### config.mk
export PLATFORM = sky130hd
export DESIGN_NAME = temp_monitor_flat
export DESIGN_NICKNAME = d
export VERILOG_FILES = /design/src/rtl/temp_monitor_pkg.sv /design/src/rtl/temp_monitor_if.sv /design/src/rtl/temp_avg_ring.sv /design/src/rtl/temp_monitor.sv /design/src/flat_wrapper.sv
export SDC_FILE = /design/constraint.sdc
export NUM_CORES = 1
export LEC_CHECK = 0
export BUFFER_PORTS_ARGS = -buffer_cell sky130_fd_sc_hd__buf_4
export CORE_MARGIN = 3
export CORE_UTILIZATION = 45
export CTS_BUF_LIST = sky130_fd_sc_hd__clkbuf_16
export DETAILED_ROUTE_END_ITERATION = 10
export GPL_ROUTABILITY_DRIVEN = 1
export SETUP_SLACK_MARGIN = 0.5
export SKIP_LAST_GASP = 1
export SLEW_MARGIN = 5
export SYNTH_ARGS = -nofsm -noshare
export SYNTH_HDL_FRONTEND = slang
export SYNTH_SLANG_ARGS = --single-unit
### constraint.sdc
create_clock -name clk -period 4.7 [get_ports clk]
set_input_delay 0.705 -clock clk [delete_from_list [all_inputs] [get_ports clk]]
set_output_delay 0.705 -clock clk [all_outputs]
set_load 0.01 [all_outputs]
### src/rtl/temp_monitor_pkg.sv
// Shared constants, fill-state type and width helper for the temperature monitor.
package temp_monitor_pkg;

    localparam int         AVG_LOG2_DEF   = 3;
    localparam logic [7:0] WARN_HI_DEF    = 8'd85;
    localparam logic [7:0] WARN_LO_DEF    = 8'd80;
    localparam logic [7:0] CRIT_TH_DEF    = 8'd100;
    localparam int         FAIL_LIMIT_DEF = 4;

    typedef enum logic {
        FILLING = 1'b0,
        RUNNING = 1'b1
    } fill_state_e;

    // Running sum of 2^avg_log2 eight-bit samples never exceeds this width.
    function automatic int sum_width(input int avg_log2);
        return 8 + avg_log2;
    endfunction

endpackage

### src/rtl/temp_monitor_if.sv
// Sample stream from the temperature-sense front end: one value plus fresh/failed pulses.
interface temp_monitor_if;

    logic [7:0] degrees_c;
    logic       fresh_sample;
    logic       failed_sample;

    modport master (
        output degrees_c,
        output fresh_sample,
        output failed_sample
    );

    modport slave (
        input degrees_c,
        input fresh_sample,
        input failed_sample
    );

endinterface

### src/rtl/temp_avg_ring.sv
// Boxcar ring: stores the last 2^AVG_LOG2 samples and keeps their running sum.
module temp_avg_ring
    import temp_monitor_pkg::*;
#(
    parameter  int AVG_LOG2 = AVG_LOG2_DEF,
    localparam int SUM_W    = sum_width(AVG_LOG2)
) (
    input  logic             clk,
    input  logic             srst,
    input  logic             fresh_sample,
    input  logic [7:0]       degrees_c,
    output logic [SUM_W-1:0] sum,
    output logic             running,
    output logic             sum_upd
);

    localparam int N      = 1 << AVG_LOG2;
    localparam int FILL_W = AVG_LOG2 + 1;

    logic [7:0]          ring_mem [N];
    logic [AVG_LOG2-1:0] wr_ptr;
    logic [FILL_W-1:0]   fill;
    fill_state_e         state_q, state_d;
    logic [7:0]          oldest;

    // NOTE: every variable driven here gets a default first, so no path infers a latch.
    always_comb begin
        state_d = state_q;
        oldest  = 8'd0;
        if (state_q == RUNNING) begin
            oldest = ring_mem[wr_ptr];
        end
        if (fresh_sample && state_q == FILLING && fill == FILL_W'(N - 1)) begin
            state_d = RUNNING;
        end
    end

    // NOTE: the ring has no reset; the fill state masks stale entries until they are overwritten.
    always_ff @(posedge clk) begin
        if (fresh_sample) begin
            ring_mem[wr_ptr] <= degrees_c;
        end
    end

    // NOTE: sequential state uses non-blocking assignments so all registers see pre-edge values.
    always_ff @(posedge clk) begin
        if (srst) begin
            state_q <= FILLING;
            wr_ptr  <= '0;
            fill    <= '0;
            sum     <= '0;
            sum_upd <= 1'b0;
        end else begin
            state_q <= state_d;
            sum_upd <= fresh_sample;
            if (fresh_sample) begin
                wr_ptr <= wr_ptr + 1'b1;
                sum    <= sum + SUM_W'(degrees_c) - SUM_W'(oldest);
                if (state_q == FILLING) begin
                    fill <= fill + 1'b1;
                end
            end
        end
    end

    assign running = (state_q == RUNNING);

endmodule

### src/rtl/temp_monitor.sv
// Averaged temperature with warn/crit alarms and sensor-fault tracking.
// Optional peak_c output is enabled by defining TEMP_MONITOR_PEAK_EN.
module temp_monitor
    import temp_monitor_pkg::*;
#(
    parameter int         AVG_LOG2   = AVG_LOG2_DEF,
    parameter logic [7:0] WARN_HI    = WARN_HI_DEF,
    parameter logic [7:0] WARN_LO    = WARN_LO_DEF,
    parameter logic [7:0] CRIT_TH    = CRIT_TH_DEF,
    parameter int         FAIL_LIMIT = FAIL_LIMIT_DEF
) (
    input  logic       clk,
    input  logic       srst,
    temp_monitor_if.slave smp,
    input  logic       crit_clr,
    output logic [7:0] avg_c,
    output logic       avg_valid,
    output logic       warn,
    output logic       crit,
    output logic       sensor_fault,
`ifdef TEMP_MONITOR_PEAK_EN
    output logic [7:0] peak_c,
`endif
    output logic [7:0] fail_count
);

    localparam int         SUM_W    = sum_width(AVG_LOG2);
    localparam logic [7:0] FAIL_LIM = 8'(FAIL_LIMIT);

    logic [SUM_W-1:0] sum;
    logic             running;
    logic             sum_upd;
    logic             avg_upd;
    logic [7:0]       avg_new;
    logic             fail_evt;
    logic [7:0]       consec_q, consec_d;
    logic             warn_d, crit_d;

    temp_avg_ring #(
        .AVG_LOG2 (AVG_LOG2)
    ) u_ring (
        .clk          (clk),
        .srst         (srst),
        .fresh_sample (smp.fresh_sample),
        .degrees_c    (smp.degrees_c),
        .sum          (sum),
        .running      (running),
        .sum_upd      (sum_upd)
    );

    assign avg_upd  = sum_upd && running;
    assign avg_new  = 8'(sum >> AVG_LOG2);
    // A coincident fresh sample wins; the failure is dropped entirely.
    assign fail_evt = smp.failed_sample && !smp.fresh_sample;

    always_comb begin
        consec_d = consec_q;
        warn_d   = warn;
        crit_d   = crit;
        if (smp.fresh_sample) begin
            consec_d = 8'd0;
        end else if (fail_evt && consec_q != FAIL_LIM) begin
            consec_d = consec_q + 8'd1;
        end
        if (avg_upd) begin
            if (avg_new >= WARN_HI) begin
                warn_d = 1'b1;
            end else if (avg_new < WARN_LO) begin
                warn_d = 1'b0;
            end
        end
        // A set condition on an update edge overrides a simultaneous clear request.
        if (avg_upd && avg_new >= CRIT_TH) begin
            crit_d = 1'b1;
        end else if (crit_clr) begin
            crit_d = 1'b0;
        end
    end

    always_ff @(posedge clk) begin
        if (srst) begin
            avg_c        <= 8'd0;
            avg_valid    <= 1'b0;
            warn         <= 1'b0;
            crit         <= 1'b0;
            sensor_fault <= 1'b0;
            fail_count   <= 8'd0;
            consec_q     <= 8'd0;
        end else begin
            avg_valid    <= avg_upd;
            warn         <= warn_d;
            crit         <= crit_d;
            consec_q     <= consec_d;
            sensor_fault <= (consec_d >= FAIL_LIM);
            if (avg_upd) begin
                avg_c <= avg_new;
            end
            if (fail_evt && fail_count != 8'hFF) begin
                fail_count <= fail_count + 8'd1;
            end
        end
    end

`ifdef TEMP_MONITOR_PEAK_EN
    logic [7:0] peak_d;

    always_comb begin
        peak_d = peak_c;
        if (crit_clr) begin
            peak_d = avg_upd ? avg_new : avg_c;
        end else if (avg_upd && avg_new > peak_c) begin
            peak_d = avg_new;
        end
    end

    always_ff @(posedge clk) begin
        if (srst) begin
            peak_c <= 8'd0;
        end else begin
            peak_c <= peak_d;
        end
    end
`endif

endmodule

### src/flat_wrapper.sv
// flat-port wrapper written by rule: the top's interface ports become plain ports
module temp_monitor_flat import temp_monitor_pkg::*;
#(
    parameter int         AVG_LOG2   = AVG_LOG2_DEF,
    parameter logic [7:0] WARN_HI    = WARN_HI_DEF,
    parameter logic [7:0] WARN_LO    = WARN_LO_DEF,
    parameter logic [7:0] CRIT_TH    = CRIT_TH_DEF,
    parameter int         FAIL_LIMIT = FAIL_LIMIT_DEF
)
  (clk, srst, crit_clr, avg_c, avg_valid, warn, crit, sensor_fault, fail_count, smp_degrees_c, smp_fresh_sample, smp_failed_sample);
  temp_monitor_if smp_i ();
  input  logic clk;
  input  logic srst;
  input  logic crit_clr;
  output logic [7:0] avg_c;
  output logic avg_valid;
  output logic warn;
  output logic crit;
  output logic sensor_fault;
  output logic [7:0] fail_count;
  input wire logic [$bits(smp_i.degrees_c)-1:0] smp_degrees_c;
  input wire logic [$bits(smp_i.fresh_sample)-1:0] smp_fresh_sample;
  input wire logic [$bits(smp_i.failed_sample)-1:0] smp_failed_sample;
  assign smp_i.degrees_c = smp_degrees_c;
  assign smp_i.fresh_sample = smp_fresh_sample;
  assign smp_i.failed_sample = smp_failed_sample;
  temp_monitor #(.AVG_LOG2(AVG_LOG2), .WARN_HI(WARN_HI), .WARN_LO(WARN_LO), .CRIT_TH(CRIT_TH), .FAIL_LIMIT(FAIL_LIMIT)) u_core (.clk(clk), .srst(srst), .smp(smp_i), .crit_clr(crit_clr), .avg_c(avg_c), .avg_valid(avg_valid), .warn(warn), .crit(crit), .sensor_fault(sensor_fault), .fail_count(fail_count));
endmodule
## After elaboration in Yosys (flattened, before gate mapping)

Memory sizes are Yosys's and may differ from the RTL's. A register that Yosys moved wholly into a read port is not among the register bits.
Index checks and enable logic that the tools add are counted.

- Bits in registers: 48
- Latch bits: 0
- RAM bits: 64
- Memory bits (read-only): 0
- Bits of input ports: 13
- Output and inout bits: 20
- Logic and storage cells: 50
- Memories kept: 1

Memories:

| name | depth | bits a word | read ports | clocked after memory_dff | write ports | RTL line | RTL |
|---|---|---|---|---|---|---|---|
| u_core.u_ring.ring_mem | 8 | 8 | 1 | 1 | 1 | temp_avg_ring.sv:20 | `logic [7:0] ring_mem [N];` |

- Add/sub/neg operators: 6
- Multipliers: 0
- Div/mod/pow operators: 0
- Order comparisons: 4
- Eq/ne operators: 3
- Shift-type cells: 0
- Multiplexer cells: 11
- Bitwise operators: 1
- Reductions and logical operators: 12

Operators with widths:

| kind | number |
|---|---|
| $mux W8 | 3 |
| $add A8 B1 Y8 const B | 2 |
| $ge A8 B7 Y1 const B | 2 |
| $add A11 B8 Y11 | 1 |
| $sub A11 B8 Y11 | 1 |
| $ge A8 B3 Y1 const B | 1 |
| $lt A8 B7 Y1 const B | 1 |
| $ne A8 B3 Y1 const B | 1 |
| $ne A8 B8 Y1 const B | 1 |
| $logic_and A1 B1 Y1 | 7 |
| $mux W1 | 6 |
| $mux W3 | 2 |
| $add A4 B1 Y4 const B | 1 |
| $eq A4 B3 Y1 const B | 1 |
| $reduce_and A2 Y1 | 2 |
| $reduce_bool A2 Y1 | 2 |
| $add A3 B1 Y3 const B | 1 |
| $logic_not A1 Y1 | 1 |
| $not A1 Y1 | 1 |

## Logic depth before layout (Yosys ltp)

- Depth in word-level cells: 6
- Mapped depth: 15
- Mapped depth without buffers: 13

## Modules after synthesis

Synthesis repeated with hierarchy kept, for this count alone.

- Cells, all modules: 425
- Area total of the unflattened synthesis: 5235.0 um^2

Modules (own cells, without submodules):

| module | instances | cells each | area each (um^2) | seq. area each (um^2) |
|---|---|---|---|---|
| temp_avg_ring | 1 | 278 | 3953.8 | 2382.3 |
| temp_monitor | 1 | 147 | 1281.2 | 560.5 |

## Worst setup path before layout

Ideal clock, no wire load.

- Path kind: register to register
- From: register (tool-made name)
- To: register u_core.u_ring.sum[6]
- Library setup time: 0.106 ns
- Data arrival time: 3.609 ns
- Required time: 4.594 ns
- Setup slack: 0.985 ns
- Cell stages (with the launch flop): 13
- Buffers on the path: 2
- Clock period less this slack: 3.715 ns
- Cells stage by stage: dfxtp_1 > buf_2 > buf_2 > mux4_2 > mux2i_1 > nor2b_1 > fa_1 > fa_1 > and2b_1 > o2111a_1 > nor3_1 > or4b_2 > o311ai_0

RTL lines:

| what | RTL line | RTL |
|---|---|---|
| end signal, assigned | temp_avg_ring.sv:58 | `sum <= sum + SUM_W'(degrees_c) - SUM_W'(oldest);` |
| end, declared | temp_avg_ring.sv:12 | `output logic [SUM_W-1:0] sum,` |

==> summary.txt <==
Outcome
  • Status: completed

Clocking
  • Cts repair resizes: 0
  • Clock root buffer master: clkbuf_16
  • Clock sinks: between 100 and 150
  • CTS tree: yes
  • H-Tree Depth: 4
  • Clock transition at the registers of the reported paths: 60 ps
  • CTS max path bufs: 2
  • Post-CTS Setup Bufs: 0
  • Hold_buf cts: 0
  • Worst-skew pair later-pin latency: around 400 ps
  • Num CTS Buffers: 17

Setup path
  • RR Endpoint: u_core.u_ring.sum[6]
  • Critical Path Start Type: register
  • Critical path type: reg2reg
  • Critical path data arrival time: about 4000 ps
  • CP endpoint kind: register
  • R2R Setup Slk: just under 900 ps
  • Worst-path fanout max: 6
  • Data required, critical path: 4990 ps
  • Reg2Reg Depth: 13

Power
  • Combinational share of power: approximately 18%
  • Leakage: ~0.0024 uW
  • Flop pwr share: a little under two fifths
  • Peak VDD IR: 0.272 mV
  • Clk network pwr share: between 40% and 50%
  • Int Pwr: 2250 uW
  • Switching share of power: 26.4%
  • Sw power: a little over 800 uW
  • PwrDens: between 400 and 500 nW/um^2

Global route
  • Total track usage: between 10% and 20%
  • Antenna violations before repair: 0
  • GR Overflow Total: 0
  • Vias in the first global route: about 3300
  • First-pass GRT wire length: around 17000 um
  • Largest net degree at the start of global routing: 43

Finish
  • Final std cell area, no fill: roughly 6300 um^2
  • Antenna diode count: 0
  • Layout cells sized above 1: 18.3%
  • Final net count: between 500 and 600
  • Synth-to-Final Area Change: 19.2%

STA
  • Fin. Hold Viols: 0
  • Slew @ Worst Pin: about 930 ps
  • Worst hold margin: about 460 ps
  • Slew margin rel.: between 30% and 40%
  • Final setup fails: 0
  • Max Clock Skew: roughly 13 ps
  • Post-route setup TNS: 0 ps
  • FMAX: between 0.2 and 0.3 GHz
  • Period utilisation layout: between 80% and 90%
  • Max Slew Vio Count: 0
  • RSZ-0062 raised after global routing: false
  • Post-route minimum period: 3820 ps

Die
  • Core footprint: between 10000 and 15000 um^2
  • Boundary Pins: 33
  • Site Rows: 39
  • Total die area: 13100 um^2
  • Die H: about 110 um
  • DIE WIDTH: 115 um
  • Initial Util: a little under half

Placement
  • Dpl hpwl: slightly below 7000 um
  • I/O Buffers: 32
  • Placed Area: roughly 5700 um^2
  • GP Congestion: 0.808

Drt
  • DRT Pass-1 Iters: 4
  • Total wire length: between 9000 and 10000 um
  • Drc violations: 0
  • Per-cell routed wire length: 15.6 um
  • Initial DRC Count: 216
  • Post-route ant nets: 0
  • Vias/cell: 5.26
  • Via count: roughly 3400

Synth
  • Post-synthesis cell count: between 400 and 500
  • Ys flop type: edfxtp_1
  • Post-synthesis net count: about 480
  • Distinct cells, synth: 56
  • Post-synth EDFFs: 64
  • Syn Std Cell Area: approximately 5300 um^2
  • Post-synthesis area per instance: between 10 and 15 um^2
  • Fraction of registers with async set/reset: 0%
  • Sequential area share after synthesis: between 50% and 60%
  • Yosys warning count: 0
  • Register bit total from synthesis: approximately 120

Flow run
  • Max cap viols: 0

Min path
  • HP Class: reg2reg
  • Hold Crit Start: u_core.avg_c[5]
  • Hold path depth: 2
  • Hold Crit Endpoint: u_core.avg_c[5]
==> metrics by stage <==
step | setup WS [ps] | total power [uW] | cells | utilization (%)
after detailed placement | 916 | 1720 | 607 | 49.6
after floorplan | 985 | 1590 | 443 | -
final | 881 | 3050 | 639 | 55.1
after CTS | 872 | 3080 | 639 | 55.1
after global placement | 997 | 1710 | 607 | 49.6
after global routing | 606 | 3210 | 639 | 55.1
==> registers in the layout, indices dropped and copies added, names as in the netlist, named ones only <==
signal and count:
u_core.u_ring.running 1, u_core.u_ring.ring_mem 64, u_core.consec_q 8, u_core.avg_valid 1, u_core.crit 1, u_core.avg_c 8, u_core.u_ring.wr_ptr 3, u_core.fail_count 8
u_core.warn 1, u_core.u_ring.sum_upd 1, u_core.u_ring.fill 4, u_core.u_ring.sum 11, u_core.sensor_fault 1
==> kinds of logic after synthesis <==
logic type      Yosys count  synth area share, %
flops                   115                 55.5
mux                      31                 9.65
compound gates           59                 7.32
simple gates            134                 12.5
xor+xnor                 25                 4.13
buf+inv                  54                 3.92
fa+ha+maj                25                 7.03
==> power groups by stage <==
| stage | registers (uW) | logic, uW | clock network (uW) |
|---|---|---|---|
| 4_1_cts | 1160 | 543 | 1380 |
| 5_1_grt | 1170 | 620 | 1420 |
| 3_3_place_gp | 1180 | 530 | 0 |
| 2_1_floorplan | 1160 | 430 | 0 |
| 6_report | 1160 | 541 | 1350 |
| 3_5_place_dp | 1180 | 539 | 0 |
==> worst max-delay path: stages, from the launching register on <==
cell	delay, ps
dfxtp_1	560
mux4_2	570
mux2i_1	240
nor2b_1	80
ha_1	270
inv_1	60
ha_1	190
inv_1	70
fa_1	400
and2b_1	250
o2111a_1	210
nor3_1	70
or4b_2	610
o311ai_0	120
==> cells in the final DEF, fill, tap and decap left out, types with 2 or more instances in the layout <==
master      instances
clkinvlp_4          3
inv_6               3
edfxtp_1           64
dfxtp_1            51
bufinv_16           4
nand2b_1            9
buf_4              36
o311ai_0            2
nand4b_1            2
inv_1              39
mux4_2             16
clkbuf_16          17
nor3_1              8
mux2i_1            14
o31ai_1             2
a21oi_1            19
a211oi_1            5
fa_1                8
nor2_1             48
clkinv_4            3
o21ai_0            10
o21bai_1            2
a21o_1              2
nand2_1            32
xor2_1              8
nor2b_1            10
o21ai_1             2
and2_1              2
nand4_1             3
xnor2_1            17
ha_1               17
nand3_1             9
a22o_1              2
==> cell usage after synthesis (2+ instances only) <==
library cell  instances  share of area, %
a211oi_1              5              0.71
a21o_1                2              0.28
a21oi_1              19               1.8
a22o_1                2              0.33
and2_1                2              0.24
buf_1                 2              0.14
buf_2                 3              0.28
clkbuf_1              9              0.64
dfxtp_1              51                19
edfxtp_1             64                36
fa_1                  8               3.0
ha_1                 17               4.0
inv_1                39               2.8
mux2i_1              14               2.6
mux4_2               16               6.8
nand2_1              32               2.3
nand2b_1              9               1.1
nand3_1               9              0.85
nand4_1               3              0.35
nand4b_1              2              0.33
nor2_1               48               3.4
nor2b_1              10               1.2
nor3_1                8              0.76
o21ai_0              10              0.94
o21ai_1               2              0.19
o21bai_1              2              0.28
o311ai_0              2              0.33
o31ai_1               2              0.28
xnor2_1              17               2.8
xor2_1                8               1.3
==> area by class of cell <==
cell class	count	area (um^2)
Fill cell	937	5150
Clock inverter	15	204
Clock buffer	17	425
Multi-Input combinational cell	274	2150
Tap cell	143	179
Inverter	39	146
Sequential cell	115	2940
Timing Repair Buffer	36	270
==> layer usage <==
metal  vias up  part of all wire (%)  GRT usage [%]
li1       1653                     -              -
met1      1650                    48           22.5
met2        50                    48           26.1
met3         6                   3.1           3.75
met4         0                  0.72           5.70
met5         -                     0              0
==> worst max-delay path by stage <==
| stage | start | endpoint | slack (ps) | depth (start not counted) |
|---|---|---|---|---|
| 5_1_grt | register | u_core.u_ring.sum[6] | 610 | 12 |
| 3_3_place_gp | register | u_core.u_ring.sum[6] | 1000 | 12 |
| 3_5_place_dp | register | u_core.u_ring.sum[6] | 920 | 12 |
| 4_1_cts | register | u_core.u_ring.sum[6] | 870 | 13 |
| 6_report | register | u_core.u_ring.sum[6] | 880 | 13 |
| 2_1_floorplan | register | u_core.u_ring.sum[6] | 990 | 12 |
(Power assumes the default switching activity.)
